<file path="config.mk">
export PLATFORM = sky130hd
export DESIGN_NAME = vx_execute_serializer
export DESIGN_NICKNAME = d
export VERILOG_FILES = /design/src/rtl/VX_gpu_pkg.sv /design/src/rtl/vx_lane_slice_finder.sv /design/src/rtl/vx_execute_serializer.sv
export SDC_FILE = /design/constraint.sdc
export NUM_CORES = 1
export LEC_CHECK = 0
export BUFFER_PORTS_ARGS = -buffer_cell sky130_fd_sc_hd__buf_2
export CAP_MARGIN = 15
export CORE_AREA = 4 4 519 521
export DETAILED_ROUTE_END_ITERATION = 12
export DIE_AREA = 0 0 523 525
export SYNTH_ARGS = -nofsm -noshare
export SYNTH_HDL_FRONTEND = slang
export SYNTH_SLANG_ARGS = --single-unit
</file>
<file path="constraint.sdc">
create_clock -name clk -period 5.6 [get_ports clk]
set_clock_uncertainty 0.1 [all_clocks]
set_input_delay 0.84 -clock clk [delete_from_list [all_inputs] [get_ports clk]]
set_output_delay 0.84 -clock clk [all_outputs]
set_load 0.05 [all_outputs]
</file>
<file path="src/rtl/VX_gpu_pkg.sv">
// VX_gpu_pkg: execute header type and serializer helpers shared by dispatch-side blocks.
// Supplies fallback NUM_THREADS/XLEN/LOG2UP macros when the build does not define them.
`ifndef NUM_THREADS
`define NUM_THREADS 8
`endif
`ifndef XLEN
`define XLEN 32
`endif
`ifndef LOG2UP
`define LOG2UP(x) (((x) > 1) ? $clog2(x) : 1)
`endif

package VX_gpu_pkg;

    localparam int UUID_BITS    = 16;
    localparam int NW_BITS      = 2;
    localparam int OP_TYPE_BITS = 4;
    localparam int OP_ARGS_BITS = 16;
    localparam int NR_BITS      = 5;
    localparam int NT_BITS      = `LOG2UP(`NUM_THREADS);
    localparam int INFL_BITS    = 4;

    typedef struct packed {
        logic [UUID_BITS-1:0]    uuid;
        logic [NW_BITS-1:0]      wid;
        logic [`XLEN-1:0]        PC;
        logic [OP_TYPE_BITS-1:0] op_type;
        logic [OP_ARGS_BITS-1:0] op_args;
        logic                    wb;
        logic [NR_BITS-1:0]      rd;
        logic [NT_BITS-1:0]      tid;
        logic [INFL_BITS-1:0]    infl_id;
    } exe_hdr_t;

    function automatic int exe_num_packets(input int threads, input int lanes);
        return threads / lanes;
    endfunction

endpackage

</file>
<file path="src/rtl/vx_lane_slice_finder.sv">
// vx_lane_slice_finder: lowest non-empty tmask slice at or above lo, plus whether any
// non-empty slice lies beyond it.
module vx_lane_slice_finder #(
    parameter int NUM_THREADS_IN = 8,
    parameter int NUM_LANES      = 4,
    parameter int PID_WIDTH      = 1
) (
    input  logic [NUM_THREADS_IN-1:0] tmask,
    input  logic [PID_WIDTH:0]        lo,
    output logic [PID_WIDTH-1:0]      next_pid,
    output logic                      has_next,
    output logic                      has_after
);

    localparam int NP = NUM_THREADS_IN / NUM_LANES;

    logic [NP-1:0] slice_nz, above;

    always_comb begin
        slice_nz  = '0;
        above     = '0;
        next_pid  = '0;
        has_next  = 1'b0;
        has_after = 1'b0;
        for (int i = 0; i < NP; i++) begin
            slice_nz[i] = |tmask[i*NUM_LANES +: NUM_LANES];
            above[i]    = slice_nz[i] && (i >= int'(lo));
        end
        for (int i = NP - 1; i >= 0; i--) begin
            if (above[i]) begin
                next_pid = PID_WIDTH'(i);
                has_next = 1'b1;
            end
        end
        for (int i = 0; i < NP; i++)
            if (above[i] && i > int'(next_pid)) has_after = 1'b1;
    end

endmodule

</file>
<file path="src/rtl/vx_execute_serializer.sv">
// vx_execute_serializer: splits a full-warp execute packet into NUM_LANES-wide beats tagged pid/sop/eop.
// Define EXE_SERIALIZER_SKIP_EMPTY_EN to drop beats whose tmask slice is all-zero.
`ifndef NUM_THREADS
`define NUM_THREADS 8
`endif
`ifndef XLEN
`define XLEN 32
`endif
`ifndef LOG2UP
`define LOG2UP(x) (((x) > 1) ? $clog2(x) : 1)
`endif

module vx_execute_serializer import VX_gpu_pkg::*; #(
    parameter int NUM_THREADS_IN = `NUM_THREADS,
    parameter int NUM_LANES      = 4,
    parameter int PID_WIDTH      = `LOG2UP(NUM_THREADS_IN / NUM_LANES)
) (
    input  logic                              clk,
    input  logic                              reset_n,
    input  logic                              in_valid,
    input  exe_hdr_t                          in_hdr,
    input  logic [NUM_THREADS_IN-1:0]         in_tmask,
    input  logic [NUM_THREADS_IN*`XLEN-1:0]   in_rs1,
    input  logic [NUM_THREADS_IN*`XLEN-1:0]   in_rs2,
    input  logic [NUM_THREADS_IN*`XLEN-1:0]   in_rs3,
    output logic                              in_ready,
    output logic                              out_valid,
    output exe_hdr_t                          out_hdr,
    output logic [NUM_LANES-1:0]              out_tmask,
    output logic [NUM_LANES*`XLEN-1:0]        out_rs1,
    output logic [NUM_LANES*`XLEN-1:0]        out_rs2,
    output logic [NUM_LANES*`XLEN-1:0]        out_rs3,
    output logic [PID_WIDTH-1:0]              out_pid,
    output logic                              out_sop,
    output logic                              out_eop,
    input  logic                              out_ready
);

    localparam int NUM_PACKETS = exe_num_packets(NUM_THREADS_IN, NUM_LANES);
    localparam int BW          = NUM_LANES * `XLEN;

    if (NUM_THREADS_IN % NUM_LANES != 0) begin : g_bad_lanes
        $error("vx_execute_serializer: NUM_LANES must divide NUM_THREADS_IN");
    end

    typedef enum logic {IDLE, SEND} state_t;

    state_t                      state, state_n;
    exe_hdr_t                    hdr_q;
    logic [NUM_THREADS_IN-1:0]   tmask_q;
    logic [NUM_THREADS_IN*`XLEN-1:0] rs1_q, rs2_q, rs3_q;
    logic [PID_WIDTH-1:0]        pid_q, first_pid, next_pid;
    logic                        sop_q, eop_q, first_eop, next_eop, load, fire;

    assign out_valid = (state == SEND);
    assign fire      = out_valid && out_ready;
    assign in_ready  = reset_n && (!out_valid || (out_ready && eop_q));
    assign load      = in_valid && in_ready;

`ifdef EXE_SERIALIZER_SKIP_EMPTY_EN
    logic [PID_WIDTH-1:0] f_pid, n_pid;
    logic                 f_has, f_after, n_has, n_after;
    logic [PID_WIDTH:0]   next_lo;

    assign next_lo = (PID_WIDTH+1)'(pid_q) + (PID_WIDTH+1)'(1);

    vx_lane_slice_finder #(
        .NUM_THREADS_IN (NUM_THREADS_IN),
        .NUM_LANES      (NUM_LANES),
        .PID_WIDTH      (PID_WIDTH)
    ) u_first (
        .tmask     (in_tmask),
        .lo        ('0),
        .next_pid  (f_pid),
        .has_next  (f_has),
        .has_after (f_after)
    );

    vx_lane_slice_finder #(
        .NUM_THREADS_IN (NUM_THREADS_IN),
        .NUM_LANES      (NUM_LANES),
        .PID_WIDTH      (PID_WIDTH)
    ) u_next (
        .tmask     (tmask_q),
        .lo        (next_lo),
        .next_pid  (n_pid),
        .has_next  (n_has),
        .has_after (n_after)
    );

    // An all-zero mask still emits one beat at pid 0 so infl_id gets committed.
    assign first_pid = f_has ? f_pid : '0;
    assign first_eop = !f_after;
    assign next_pid  = n_has ? n_pid : pid_q;
    assign next_eop  = !n_after;
`else
    assign first_pid = '0;
    assign first_eop = (NUM_PACKETS == 1);
    assign next_pid  = pid_q + 1'b1;
    assign next_eop  = (int'(pid_q) + 2 == NUM_PACKETS);
`endif

    always_comb begin
        state_n = state;
        if (load)
            state_n = SEND;
        else if (fire && eop_q)
            state_n = IDLE;
    end

    always_ff @(posedge clk or negedge reset_n) begin
        if (!reset_n)
            state <= IDLE;
        else
            state <= state_n;
    end

    always_ff @(posedge clk or negedge reset_n) begin
        if (!reset_n) begin
            hdr_q   <= '0;
            tmask_q <= '0;
            rs1_q   <= '0;
            rs2_q   <= '0;
            rs3_q   <= '0;
            pid_q   <= '0;
            sop_q   <= 1'b0;
            eop_q   <= 1'b0;
        end else if (load) begin
            hdr_q   <= in_hdr;
            tmask_q <= in_tmask;
            rs1_q   <= in_rs1;
            rs2_q   <= in_rs2;
            rs3_q   <= in_rs3;
            pid_q   <= first_pid;
            sop_q   <= 1'b1;
            eop_q   <= first_eop;
        end else if (fire) begin
            pid_q   <= eop_q ? '0 : next_pid;
            sop_q   <= 1'b0;
            eop_q   <= eop_q ? 1'b0 : next_eop;
        end
    end

    assign out_hdr   = hdr_q;
    assign out_pid   = pid_q;
    assign out_sop   = sop_q;
    assign out_eop   = eop_q;
    assign out_tmask = tmask_q[int'(pid_q)*NUM_LANES +: NUM_LANES];
    assign out_rs1   = rs1_q[int'(pid_q)*BW +: BW];
    assign out_rs2   = rs2_q[int'(pid_q)*BW +: BW];
    assign out_rs3   = rs3_q[int'(pid_q)*BW +: BW];

endmodule

</file>
==> metrics <==
Vias=25,100; initial core utilization=0.138; initial antenna violation count=82; share of cells above drive strength 1=0.682; post_cts resized=0; io pins=1,339; WL/cell=25.4 um; Hold Fails Final Rpt=0; drt drc=0; slowest CP cell=dfrtp_4; Startpoint Class=flop; GR Util All Layers=0.129; top cell type's share of synthesized area=0.592; Max-Cap Viols=0; Post-synth top cells=mux2_2, dfrtp_1, mux2_1, buf_2, buf_4; RePlAce Congestion=0.923; CTS clk-pin slew, worst paths=0.06 ns; cell area after layout=0.0512 mm2; Post-synth ARST share=1.00; CP Max Fanout=46; FP Rows=189; Reg-to-Reg End=rs2_q[33]; CTS Root Cell=clkbuf_16; Mapped Area=0.0364 mm2; placed cells=7,057; CP Capture Type=output port; Tcrit/Tclk final=0.731; Layout area overhead=40.5%; IO Port Bufs=1,338; sequential area share after synthesis=0.592; vias per inst=3.45; clk sink count=862; Synth area leader=dfrtp_1; register bit count reported by yosys=862; largest net degree at the start of global routing=168; critical path cell sequence=buf_12, buf_12, mux2_2, buf_2; ANT nets after route=0; reg2reg start=out_pid; syn_area_per_cell=16.1 um2; worst skew pair latency=0.70 ns; H-tree depth=3; critical path class=flop to output port; final wirelength=184,000 um; number of synthesized flops with an enable pin=0; reg-to-reg setup timing slack=2.21 ns; outcome=finished clean; Worst Tran Pin Value=1.08 ns; final worst slack=1.50 ns; crit-path max cell delay=0.84 ns; CTS tree=yes; die height=525 um; first-pass GRT wire length=242,000 um; Core ar.=0.265 mm2; Slew HR=0.283; CP Capture Point=out_rs1[55]; Max Root-Sink Buffers=3; top_reg_cell synth=dfrtp_1; Synth warnings=0; CTS Buf Count=102; HP Class=input pin to flop; most numerous cell in the Yosys netlist=mux2_2; Syn Nets=3,121; placed cell area=0.0476 mm2; synth top area cells=dfrtp_1, mux2_2, mux2_1; min cycle time layout=4.10 ns; vias in the first global route=27,300; synth unique cells=13; Data required, critical path=4.66 ns; First-pass DRT Iterations=5; pre-CTS setup slack=1.94 ns; Die ar.=0.275 mm2; Max Freq=244 MHz; final-report setup violation count=0; Finished Layout Cells=7,274; RSZ-0062 raised after global routing=no; DP Wirelength=155,000 um; Worst R2R Path Depth=5; max-slew violation count=0; Synth Instances=2,258; accumulated negative setup slack=0 ns; Worst Setup SP=out_pid; Critical Path AT=3.16 ns; Chip Width=523 um; Worst path most repeated cell=buf_12; global route total overflow=0; DR iter-0 viols=1,127; Final Net Count=4,492
## flip-flops by register name, indices dropped and copies added (netlist names)
name,flops
tmask_q,8
out_valid,1
rs3_q,256
rs2_q,256
rs1_q,256
out_pid,1
out_sop,1
out_hdr,83
## critical path: cells and delay by family (launching register included)
| kind | cells | cell delay [ns] |
|---|---|---|
| flip-flops | 1 | 0.84 |
| buffers and inverters | 3 | 0.86 |
| multiplexers | 1 | 0.49 |
## placed cells by master (no fill, tap or decap), types with 2 or more instances in the layout
| cell type | synthesis | routed |
|---|---|---|
| buf_4 | 30 | 43 |
| diode_2 | 0 | 31 |
| clkbuf_8 | 0 | 18 |
| bufinv_16 | 0 | 10 |
| clkinvlp_4 | 0 | 5 |
| clkbuf_16 | 0 | 102 |
| inv_6 | 0 | 7 |
| inv_16 | 0 | 2 |
| buf_12 | 0 | 24 |
| mux2_2 | 959 | 959 |
| buf_2 | 92 | 1337 |
| mux2_1 | 288 | 288 |
| clkinv_4 | 0 | 4 |
| dfrtp_1 | 862 | 861 |
| clkinv_2 | 0 | 15 |
| nand2_1 | 5 | 5 |
| clkbuf_1 | 9 | 20 |
## cell families (layout without fill, tap and decap cells)
group | Yosys count | after routing | share of synthesized area
DFF | 862 | 862 | 0.592
other | 0 | 31 | 0
muxes | 1247 | 1247 | 0.386
buffers and inverters | 139 | 1591 | 0.0206
xor gates and xnor gates | 1 | 1 | 0.000241
AOI/OAI and AO/OA | 2 | 2 | 0.000447
and+or+nand+nor | 7 | 7 | 0.000790
## worst min path at each step
stage,startpoint,to,slack [ns],cells after the start
2_1_floorplan,rs1_q[128],rs1_q[128],0.35,1
3_3_place_gp,rs1_q[187],rs1_q[187],0.36,1
3_5_place_dp,rs1_q[254],rs1_q[254],0.37,1
4_1_cts,in_rs1[139],rs1_q[139],0.13,2
5_1_grt,in_rs1[139],rs1_q[139],0.17,2
6_report,in_rs1[92],rs1_q[92],0.25,2
## layout make-up
type / instances / area (um2)
fillers: 28700 / 213000
flip-flops and latches: 862 / 21600
multi-input cells: 1257 / 14100
repair buffers: 1406 / 7520
well taps: 3533 / 4420
clock buffers: 140 / 2880
clock inverters: 45 / 591
diodes: 31 / 77.6
## per-layer routing
| layer | vias to the layer above | wire, um | track usage |
|---|---|---|---|
| met4 | 18 | 5590 | 0.0369 |
| li1 | 10900 | - | - |
| met1 | 12700 | 65100 | 0.134 |
| met3 | 280 | 26100 | 0.0777 |
| met2 | 1205 | 87500 | 0.217 |
| met5 | - | 112 | 0 |
## what timing repair did
item                                   4_1_cts  5_1_grt
setup buffers                                0        0
endpoints found under the hold margin       30        0
hold buffers                                 1        0
## per-stage QoR
| stage | utilization | hold WS [ns] |
|---|---|---|
| final | 0.193 | 0.251 |
| after global routing | 0.193 | 0.171 |
| after CTS | 0.193 | 0.131 |
| after detailed placement | 0.180 | 0.370 |
| after global placement | 0.180 | 0.361 |
| after floorplan | - | 0.352 |
Power is not shown: default switching activity piles up to over one toggle a cycle in this logic, so the estimate is an artifact.
